File: config.mk
export PLATFORM = sky130hd
export DESIGN_NAME = mul_div_execute_flat
export DESIGN_NICKNAME = d
export VERILOG_FILES = /design/src/rtl/mul_div_execute_pkg.sv /design/src/rtl/mul_div_execute_if.sv /design/src/rtl/mul_div_step.sv /design/src/rtl/mul_div_execute.sv /design/src/flat_wrapper.sv
export SDC_FILE = /design/constraint.sdc
export NUM_CORES = 1
export LEC_CHECK = 0
export ABC_AREA = 1
export ABC_CLOCK_PERIOD_IN_PS = 6450
export CAP_MARGIN = 5
export CORE_MARGIN = 4
export CORE_UTILIZATION = 40
export DETAILED_ROUTE_END_ITERATION = 12
export GPL_ROUTABILITY_DRIVEN = 0
export PLACE_DENSITY = 0.6
export SLEW_MARGIN = 30
export SYNTH_ARGS = -nofsm -noshare
export SYNTH_HDL_FRONTEND = slang
export SYNTH_SLANG_ARGS = --single-unit
export TNS_END_PERCENT = 10
File: constraint.sdc
create_clock -name clk -period 6.45 [get_ports clk]
set_clock_uncertainty 0.1 [all_clocks]
set_input_delay 0.645 -clock clk [delete_from_list [all_inputs] [get_ports clk]]
set_output_delay 0.645 -clock clk [all_outputs]
set_load 0.01 [all_outputs]
File: src/rtl/mul_div_execute_pkg.sv
// Shared constants for the iterative M-extension execute unit:
// operand width, funct3 opcodes, iteration counter limits and FSM encoding.
package mul_div_execute_pkg;

    localparam int MD_XLEN = 32;
    localparam int CNT_W   = 5;
    localparam logic [CNT_W-1:0] CNT_LAST = 5'd31;

    localparam logic [2:0] F3_MUL    = 3'b000;
    localparam logic [2:0] F3_MULH   = 3'b001;
    localparam logic [2:0] F3_MULHSU = 3'b010;
    localparam logic [2:0] F3_MULHU  = 3'b011;
    localparam logic [2:0] F3_DIV    = 3'b100;
    localparam logic [2:0] F3_DIVU   = 3'b101;
    localparam logic [2:0] F3_REM    = 3'b110;
    localparam logic [2:0] F3_REMU   = 3'b111;

    typedef enum logic [1:0] {
        ST_IDLE = 2'd0,
        ST_BUSY = 2'd1,
        ST_DONE = 2'd2
    } md_state_e;

endpackage

File: src/rtl/mul_div_execute_if.sv
// Pipeline-side bundle of the mul/div unit: EX-stage request in, stall/result out.
interface mul_div_execute_if
    import mul_div_execute_pkg::*;
#(
    parameter int XLEN = MD_XLEN
);
    logic            clr;
    logic            start_EX;
    logic [2:0]      funct3_EX;
    logic [XLEN-1:0] operandA_EX;
    logic [XLEN-1:0] operandB_EX;
    logic [4:0]      writeAddress_EX;
    logic            busy;
    logic            done;
    logic [XLEN-1:0] result;
    logic [4:0]      writeAddress_MD;

    modport master (
        output clr, start_EX, funct3_EX, operandA_EX, operandB_EX, writeAddress_EX,
        input  busy, done, result, writeAddress_MD
    );

    modport slave (
        input  clr, start_EX, funct3_EX, operandA_EX, operandB_EX, writeAddress_EX,
        output busy, done, result, writeAddress_MD
    );
endinterface

File: src/rtl/mul_div_step.sv
// One radix-2 iteration on magnitudes: shift-add multiply or restoring divide.
// {acc_hi, acc_lo} holds partial product / {remainder, dividend-quotient}.
module mul_div_step #(
    parameter int XLEN = 32
) (
    input  logic            is_div,
    input  logic [XLEN-1:0] acc_hi,
    input  logic [XLEN-1:0] acc_lo,
    input  logic [XLEN-1:0] op_b,
    output logic [XLEN-1:0] hi_nxt,
    output logic [XLEN-1:0] lo_nxt
);
    logic [XLEN:0]   sum;
    logic [XLEN:0]   shifted;
    logic [XLEN-1:0] trial;
    logic            ge;

    always_comb begin
        sum     = {1'b0, acc_hi} + (acc_lo[0] ? {1'b0, op_b} : '0);
        shifted = {acc_hi, acc_lo[XLEN-1]};
        ge      = shifted >= {1'b0, op_b};
        // remainder stays below op_b, so the true difference fits in XLEN bits
        trial   = shifted[XLEN-1:0] - op_b;
        if (is_div) begin
            hi_nxt = ge ? trial : shifted[XLEN-1:0];
            lo_nxt = {acc_lo[XLEN-2:0], ge};
        end else begin
            hi_nxt = sum[XLEN:1];
            lo_nxt = {sum[0], acc_lo[XLEN-1:1]};
        end
    end
endmodule

File: src/rtl/mul_div_execute.sv
// Iterative RV32M execute unit: fixed 32-iteration latency for every op,
// stalls the front of the pipe while busy, result registered on entry to DONE.
//
// state   | meaning
// IDLE    | waiting for start_EX; accept captures operands and clears counter
// BUSY    | one multiply/divide iteration per cycle, counter 0..31
// DONE    | done pulse, result valid, pipeline released
module mul_div_execute
    import mul_div_execute_pkg::*;
#(
    parameter int XLEN = MD_XLEN
) (
    input logic             clk,
    input logic             rst_n,
    mul_div_execute_if.slave md
);
    md_state_e        state, state_nxt;
    logic [CNT_W-1:0] cnt;
    logic [2:0]       op_q;
    logic             neg_a_q, neg_b_q, b_zero_q;
    logic [XLEN-1:0]  acc_hi, acc_lo, op_b;
    logic [4:0]       wa_q;
    logic [XLEN-1:0]  result_q;
    logic [4:0]       wa_md_q;

    logic             accept, iterate, finish;
    logic             signed_a, signed_b, a_neg, b_neg, neg_p;
    logic [XLEN-1:0]  mag_a, mag_b;
    logic [XLEN-1:0]  hi_nxt, lo_nxt;
    logic [2*XLEN-1:0] prod, prod_fix;
    logic [XLEN-1:0]  res_fix;

    always_comb begin
        state_nxt = state;
        accept    = 1'b0;
        iterate   = 1'b0;
        finish    = 1'b0;
        if (md.clr) begin
            state_nxt = ST_IDLE;
        end else begin
            case (state)
                ST_IDLE: if (md.start_EX) begin
                    accept    = 1'b1;
                    state_nxt = ST_BUSY;
                end
                ST_BUSY: begin
                    iterate = 1'b1;
                    if (cnt == CNT_LAST) begin
                        finish    = 1'b1;
                        state_nxt = ST_DONE;
                    end
                end
                ST_DONE: state_nxt = ST_IDLE;
                default: state_nxt = ST_IDLE;
            endcase
        end
    end

    assign md.busy = rst_n & ~md.clr &
                     (((state == ST_IDLE) & md.start_EX) | (state == ST_BUSY));
    assign md.done            = (state == ST_DONE);
    assign md.result          = result_q;
    assign md.writeAddress_MD = wa_md_q;

    always_comb begin
        signed_a = md.funct3_EX inside {F3_MULH, F3_MULHSU, F3_DIV, F3_REM};
        signed_b = md.funct3_EX inside {F3_MULH, F3_DIV, F3_REM};
        a_neg    = signed_a & md.operandA_EX[XLEN-1];
        b_neg    = signed_b & md.operandB_EX[XLEN-1];
        mag_a    = a_neg ? -md.operandA_EX : md.operandA_EX;
        mag_b    = b_neg ? -md.operandB_EX : md.operandB_EX;
    end

    mul_div_step #(.XLEN(XLEN)) u_step (
        .is_div (op_q[2]),
        .acc_hi (acc_hi),
        .acc_lo (acc_lo),
        .op_b   (op_b),
        .hi_nxt (hi_nxt),
        .lo_nxt (lo_nxt)
    );

    // Sign fix-up works on the last iteration's output so it lands in result on the DONE edge
    always_comb begin
        neg_p    = neg_a_q ^ neg_b_q;
        prod     = {hi_nxt, lo_nxt};
        prod_fix = neg_p ? -prod : prod;
        case (op_q)
            F3_MUL:                      res_fix = prod_fix[XLEN-1:0];
            F3_MULH, F3_MULHSU, F3_MULHU: res_fix = prod_fix[2*XLEN-1:XLEN];
            F3_DIV, F3_DIVU:             res_fix = b_zero_q ? '1 : (neg_p ? -lo_nxt : lo_nxt);
            default:                     res_fix = neg_a_q ? -hi_nxt : hi_nxt;
        endcase
    end

    always_ff @(posedge clk) begin
        if (!rst_n) begin
            state    <= ST_IDLE;
            cnt      <= '0;
            op_q     <= '0;
            neg_a_q  <= 1'b0;
            neg_b_q  <= 1'b0;
            b_zero_q <= 1'b0;
            acc_hi   <= '0;
            acc_lo   <= '0;
            op_b     <= '0;
            wa_q     <= '0;
            result_q <= '0;
            wa_md_q  <= '0;
        end else begin
            state <= state_nxt;
            if (accept) begin
                op_q     <= md.funct3_EX;
                neg_a_q  <= a_neg;
                neg_b_q  <= b_neg;
                b_zero_q <= (md.operandB_EX == '0);
                acc_hi   <= '0;
                acc_lo   <= mag_a;
                op_b     <= mag_b;
                wa_q     <= md.writeAddress_EX;
                cnt      <= '0;
            end else if (iterate) begin
                acc_hi <= hi_nxt;
                acc_lo <= lo_nxt;
                cnt    <= cnt + 1'b1;
            end
            if (finish) begin
                result_q <= res_fix;
                wa_md_q  <= wa_q;
            end
        end
    end
endmodule

File: src/flat_wrapper.sv
// flat-port wrapper written by rule: the top's interface ports become plain ports
module mul_div_execute_flat import mul_div_execute_pkg::*;
#(
    parameter int XLEN = MD_XLEN
)
  (clk, rst_n, md_clr, md_start_EX, md_funct3_EX, md_operandA_EX, md_operandB_EX, md_writeAddress_EX, md_busy, md_done, md_result, md_writeAddress_MD);
  mul_div_execute_if #(.XLEN(XLEN)) md_i ();
  input logic clk;
  input logic rst_n;
  input wire logic [$bits(md_i.clr)-1:0] md_clr;
  input wire logic [$bits(md_i.start_EX)-1:0] md_start_EX;
  input wire logic [$bits(md_i.funct3_EX)-1:0] md_funct3_EX;
  input wire logic [$bits(md_i.operandA_EX)-1:0] md_operandA_EX;
  input wire logic [$bits(md_i.operandB_EX)-1:0] md_operandB_EX;
  input wire logic [$bits(md_i.writeAddress_EX)-1:0] md_writeAddress_EX;
  output wire logic [$bits(md_i.busy)-1:0] md_busy;
  output wire logic [$bits(md_i.done)-1:0] md_done;
  output wire logic [$bits(md_i.result)-1:0] md_result;
  output wire logic [$bits(md_i.writeAddress_MD)-1:0] md_writeAddress_MD;
  assign md_i.clr = md_clr;
  assign md_i.start_EX = md_start_EX;
  assign md_i.funct3_EX = md_funct3_EX;
  assign md_i.operandA_EX = md_operandA_EX;
  assign md_i.operandB_EX = md_operandB_EX;
  assign md_i.writeAddress_EX = md_writeAddress_EX;
  assign md_busy = md_i.busy;
  assign md_done = md_i.done;
  assign md_result = md_i.result;
  assign md_writeAddress_MD = md_i.writeAddress_MD;
  mul_div_execute #(.XLEN(XLEN)) u_core (.clk(clk), .rst_n(rst_n), .md(md_i));
endmodule
# Yosys cells after proc, flatten, opt, wreduce, memory -nomap -nowiden
# Cells that the tools add are included.
[word_totals]
wordCells = 79
reg_bits = 151
[classes]
n_lt_le_gt_ge = 1
n_addsub = 8
eq_ne = 14
n_reduce_logical = 11
muxes = 24
bitwise = 9
[op_table]
columns = ["operator", "n"]
rows = [
  ["$mux 32", 11],
  ["$neg 32->32", 4],
  ["$pmux 32 s3", 1],
  ["$mux 64", 1],
  ["$neg 64->64", 1],
  ["$add 32x33->33", 1],
  ["$ge 33x32->1", 1],
  ["$logic_not 32->1", 1],
  ["$sub 32x32->32", 1],
  ["$eq 3x3->1 const B", 4],
  ["$eq 3x2->1 const B", 3],
  ["$mux 1", 8],
  ["$eq 3x1->1 const B", 2],
  ["$reduce_or 2->1", 3],
  ["$add 5x1->5 const B", 1],
  ["$and 1x1->1", 5],
  ["$eq 5x5->1 const B", 1],
  ["$mux 2", 2],
  ["$pmux 2 s2", 1],
  ["$reduce_bool 4->1", 1],
  ["$logic_not 3->1", 1],
  ["$reduce_bool 3->1", 1],
  ["$reduce_or 3->1", 1],
  ["$eq 2x1->1 const B", 1],
  ["other kinds (9)", 10],
]

# Depth between registers and ports, before layout
[depth]
word_depth = 7
depth_mapped = 33

# By module
# Synthesis repeated with hierarchy kept, for this count alone.
[unflattened]
hier_cells = 3231
hier_area_um2 = 17589.4
[modules_own_cells]
columns = ["module", "instances", "seq_area_each_um2", "cells_per_inst", "area_per_inst_um2"]
rows = [
  ["mul_div_execute", 1, 3022.9, 1957, 11424.7],
  ["mul_div_step", 1, 0.0, 1274, 6164.7],
]

# Worst setup path before layout
# Ideal clock, no wire load.
[synth_path]
path_kind = "reg-to-reg"
start = "reg u_core.op_b[28]"
end = "reg u_core.result_q[14], in the netlist u_core.md.result[14]"
setup_time_ps = 128
path_stages_with_launch = 29
required_time_ps = 6222
arrival_time_ps = 3441
path_slack_ps = 2780
path_buffers = 0
period_less_slack_ps = 3670
path_cell_list = "dfxtp_1 > inv_1 > ha_1 > nand2_1 > inv_1 > nand2_1 > nand2_1 > a21oi_2 > nand2_2 > nor2_4 > nand3_1 > o21ai_2 > ha_1 > nand3_1 > nor2_2 > nand3_2 > inv_1 > nand3_1 > inv_1 > nand3_1 > nor2_1 > nand4_1 > o21ai_0 > nand2_1 > xor2_1 > nand2_1 > nand3_1 > nand2_1 > a21oi_1"
[synth_between]
elab_chain_len = 6
word_cells_on_any_way = 12
classes_between = "add/sub: 3; order compare: 1; mux: 8"
[synth_lines]
columns = ["element", "line_no", "text"]
rows = [
  ["from (decl)", "mul_div_execute.sv:21", "logic [XLEN-1:0] acc_hi, acc_lo, op_b;"],
  ["from (signal assigned)", "mul_div_execute.sv:119", "op_b <= mag_b;"],
  ["$ge 33x32->1 *", "mul_div_step.sv:21", "ge = shifted >= {1'b0, op_b};"],
  ["$mux 32, on equally long branches", "mul_div_step.sv:25, mul_div_step.sv:24", ""],
  ["$mux 32 or $neg 32->32 (tied branches)", "mul_div_step.sv:24, mul_div_execute.sv:91", ""],
  ["$neg 64->64 (tied with other cells)", "mul_div_execute.sv:87", "prod_fix = neg_p ? -prod : prod;"],
  ["$mux 64 (tied with other cells)", "mul_div_execute.sv:87", ""],
  ["$pmux 32 s3 *", "mul_div_execute.sv:88", "case (op_q)"],
  ["to (signal assigned)", "mul_div_execute.sv:128", "result_q <= res_fix;"],
  ["to (decl)", "mul_div_execute.sv:23", "logic [XLEN-1:0] result_q;"],
]
# Mark *: on every way between the ends. The rest lies on a longest branch, timed or not.
# A chain may end at the register's enable or synchronous reset.

# Worst setup path in the final report
[layout_path]
start = "reg u_core.op_b[29]"
end = "reg u_core.result_q[28], in the netlist u_core.md.result[28]"
[layout_between]
elab_chain_len = 6
word_cells_on_any_way = 14
classes_between = "add/sub: 4; order compare: 1; mux: 9"
[layout_lines]
columns = ["element", "line_no", "text"]
rows = [
  ["$mux 32 or $ge 33x32->1 (tied branches)", "mul_div_step.sv:19, mul_div_step.sv:21", ""],
  ["$add 32x33->33 (tied with other cells)", "mul_div_step.sv:19", "sum = {1'b0, acc_hi} + (acc_lo[0] ? {1'b0, op_b} : '0);"],
  ["$mux 32 or $neg 32->32 (tied branches)", "mul_div_step.sv:24, mul_div_execute.sv:91", ""],
  ["$neg 64->64 (tied with other cells)", "mul_div_execute.sv:87", ""],
  ["$mux 64 (tied with other cells)", "mul_div_execute.sv:87", ""],
  ["$pmux 32 s3 *", "mul_div_execute.sv:88", ""],
]
# Marks and branches as above.

==> results.toml <==
[run_status]
run_status = "complete, no violations"

[place]
preCtsSetupSlack_ps = 1643
dpl.hpwl_microns = 52050
dp_cells = 3570
port_buffers = 114

[timing]
max_freq_ghz = 0.2027
hold_viol_final = 0
slew_headroom_pct = 39.02
setup_ws_ps = 1517
setup_tns_ps = 0
fin_crit_ps = 4933
finalCritPeriodShare_pct = 76.47
slew_viol_final = 0
worstMarginPinSlew_ps = 909.1
rsz0062_at_grt = "no"
setup_viol = 0

[yosys]
synth.distinct_cells = 56
syn_area_sq_um = 16600
yosys_warnings = 0
ys_seq_area_share_pct = 18.21
synth-seq-cells = 151
syn-num-nets = 3150
postSynthAreaPerCell_sq_um = 5.530
syn_inst = 3002

[grt]
grt-ovfl-total = 0
grt_pass1_vias = 18302
grt_pass1_wl_microns = 101700
grt_antenna_before_repair = 0
grt_max_degree = 71
globalRouteTotalUtil_pct = 28.74

[hold_path]
hold_path_depth = 2
hold_class = "flop to flop"
holdPathEnd = "u_core.md.writeAddress_MD[4]"
worstHoldStart = "u_core.wa_q[4]"

[drt]
ant_nets = 0
wl_microns = 66270
vias = 19984
vias_per_cell = 5.551
drc_errors = 0
dr.pass1.iters = 8
drt-wirelength-per-cell_microns = 18.41
drtIter0Drc = 2377

[critical_path]
timing.rr.start = "u_core.op_b[29]"
cp.required_ps = 6650
slowest_stage = "nor2_4"
crit_type = "flop to flop"
worstSetupStartpointType = "flop"
crit_path_max_fanout = 12
rrSetupSlack_ps = 1520
r2r_end = "u_core.md.result[28]"
rr_worst_depth = 29
critical-path-max-stage-delay_ps = 400
cp_data_arrival_time_ps = 5140
end_kind = "flop"
cp_common_cell = "nand3_1"

[pwr]
peakVddDrop_uv = 183.4
power_density_nw_per_um2 = 195.7
net-switching-power_mw = 1.521
p_seq_share_pct = 27.5
internal_power_mw = 2.144
pwr-share-comb_pct = 40.7
p_leak_nw = 9.402
swShare_pct = 41.50
clock_power_share_pct = 31.8

[die]
fp.dieW_microns = 211.7
initial_core_util_pct = 40.57
top_level_ports = 115
rows = 74
design.die.area_sq_um = 44830
die_y_microns = 211.7
core_sq_um = 40920

[clocking]
cts_made_buffers = 17
postCtsSetupRepairBufs = 0
cts_num_sinks = 151
cts_hold_repair.buffers = 0
cts_resized = 0
root_buffer = "clkbuf_16"
clockBufferDepth = 2
clkTransAtPathRegs_ps = 70
cts_tree = "done"
clock_latency_ps = 460
htreeDepth = 4

[final_layout]
fin_util_pct = 45.77
diodes = 0
area_growth_pct = 12.81
instances_no_fill = 3600
nets = 3205
layout-drive-gt1-share_pct = 5.215

[run]
maxCapViolations = 0
## layout make-up
class / count / area [sq um]
fillers: 4425 / 22200
multi-input cells: 2270 / 11290
flip-flops and latches: 151 / 3027
inverters: 484 / 1817
repair buffers: 133 / 1279
well taps: 532 / 665.6
clock buffers: 23 / 488.0
clock inverters: 7 / 166.4
## cell usage in the layout (no fill, tap or decap), types with 17 or more instances in the layout
cell type        netlist  routed
nand2_1              883     882
dfxtp_1              151     150
nor3_1                42      42
o21ai_0              207     207
nor2_2                27      30
inv_1                463     463
nand3_1              264     264
clkdlybuf4s50_1        0     113
a21oi_1              194     194
nand4_1               28      28
nand2_2               22      23
nor2_1               285     282
clkbuf_16              0      17
xor2_1                57      57
ha_1                  70      70
o21ai_1               18      18
buf_4                  7      19
## sequential cells by signal (all words and copies together), names as in the netlist
| signal | cells |
|---|---|
| u_core.op_q | 3 |
| u_core.op_b | 32 |
| u_core.neg_a_q | 1 |
| u_core.state | 2 |
| u_core.md.result | 32 |
| u_core.neg_b_q | 1 |
| u_core.cnt | 5 |
| u_core.wa_q | 5 |
| u_core.md.writeAddress_MD | 5 |
| u_core.acc_lo | 32 |
| u_core.acc_hi | 32 |
| u_core.b_zero_q | 1 |
## cells by family after synthesis
kind of cell    count (synthesis)  synth area share [%]
compound gates                507                 16.75
xor+xnor                       73                 3.851
fa+ha+maj                      72                 5.517
buf+inv                       581                 13.87
flops                         151                 18.21
simple gates                 1618                 41.81
## worst max path at each step
stage	from	endpoint	slack, ps
after floorplan	u_core.op_b[28]	u_core.md.result[14]	2780
after global placement	u_core.op_b[3]	u_core.md.result[12]	1820
after detailed placement	u_core.op_b[2]	u_core.md.result[28]	1640
after CTS	u_core.op_b[3]	u_core.md.result[28]	1600
after global routing	u_core.op_b[12]	u_core.md.result[28]	1010
final	u_core.op_b[29]	u_core.md.result[28]	1520
## critical path, delay by kind of cell (launching register included)
family | cells | cell delay [ps]
fa+ha+maj | 2 | 580
buf+inv | 3 | 270
simple gates | 22 | 3130
compound gates | 2 | 280
flops | 1 | 360
## power by group through the flow
stage | clock network (mW) | registers, mW | logic, mW
2_1_floorplan | 0 | 1.01 | 1.06
3_3_place_gp | 0 | 1.02 | 1.44
3_5_place_dp | 0 | 1.03 | 1.45
4_1_cts | 1.18 | 1.00 | 1.45
5_1_grt | 1.21 | 1.01 | 1.65
6_report | 1.17 | 1.01 | 1.49
## synth_stat cells, drive strengths merged
master       instances  area, sq um
o31ai                2        15.01
clkbuf              56        210.2
o32ai                8        70.07
a31oi               16        100.1
a31o                 1        8.760
nand3b              16        120.1
and3                 5        31.28
nand4               29        187.7
clkinv              12        45.04
nor3b                1        7.510
xnor2               16        140.1
a22o                 4        35.03
dlygate4sd1          1        8.760
a32oi                3        26.28
o2111ai              1        8.760
inv                472         1772
o311ai               1        8.760
ha                  70        875.8
fa                   2        40.04
dfxtp              151         3023
a22oi                1        7.510
nand2              908         3486
o21a                 1        7.510
nor4                13        100.1
xor2                57        499.2
nor3                45        240.2
a21o                 2        15.01
a21oi              199         1015
o22ai               11        68.82
o21bai               9        67.56
or2                 14        87.58
o211ai              14        105.1
nand3              272         1409
buf                 40        266.5
nor2               315         1272
a32o                 1        10.01
o21ai              233         1211
## routing by layer
layer | up-vias | share of wire, % | routed length [microns] | global-route usage (%)
met5 | - | 0 | 0 | 0
met4 | 0 | 3.9 | 2573 | 11.44
met3 | 139 | 9.4 | 6250 | 5.083
met2 | 980 | 42 | 28050 | 43.23
met1 | 9156 | 44 | 29390 | 40.75
li1 | 9709 | - | - | -
## stage by stage
step                      power, mW  hold WS (ps)  area (sq um)
after floorplan               2.068         323.9         16600
after global placement        2.463         348.9         18080
after detailed placement      2.471         351.7         18070
after CTS                     3.634         358.1         18730
after global routing          3.871         388.9         18730
final                         3.665         360.5         18730
Note: power is estimated with default switching activity, not from simulation.
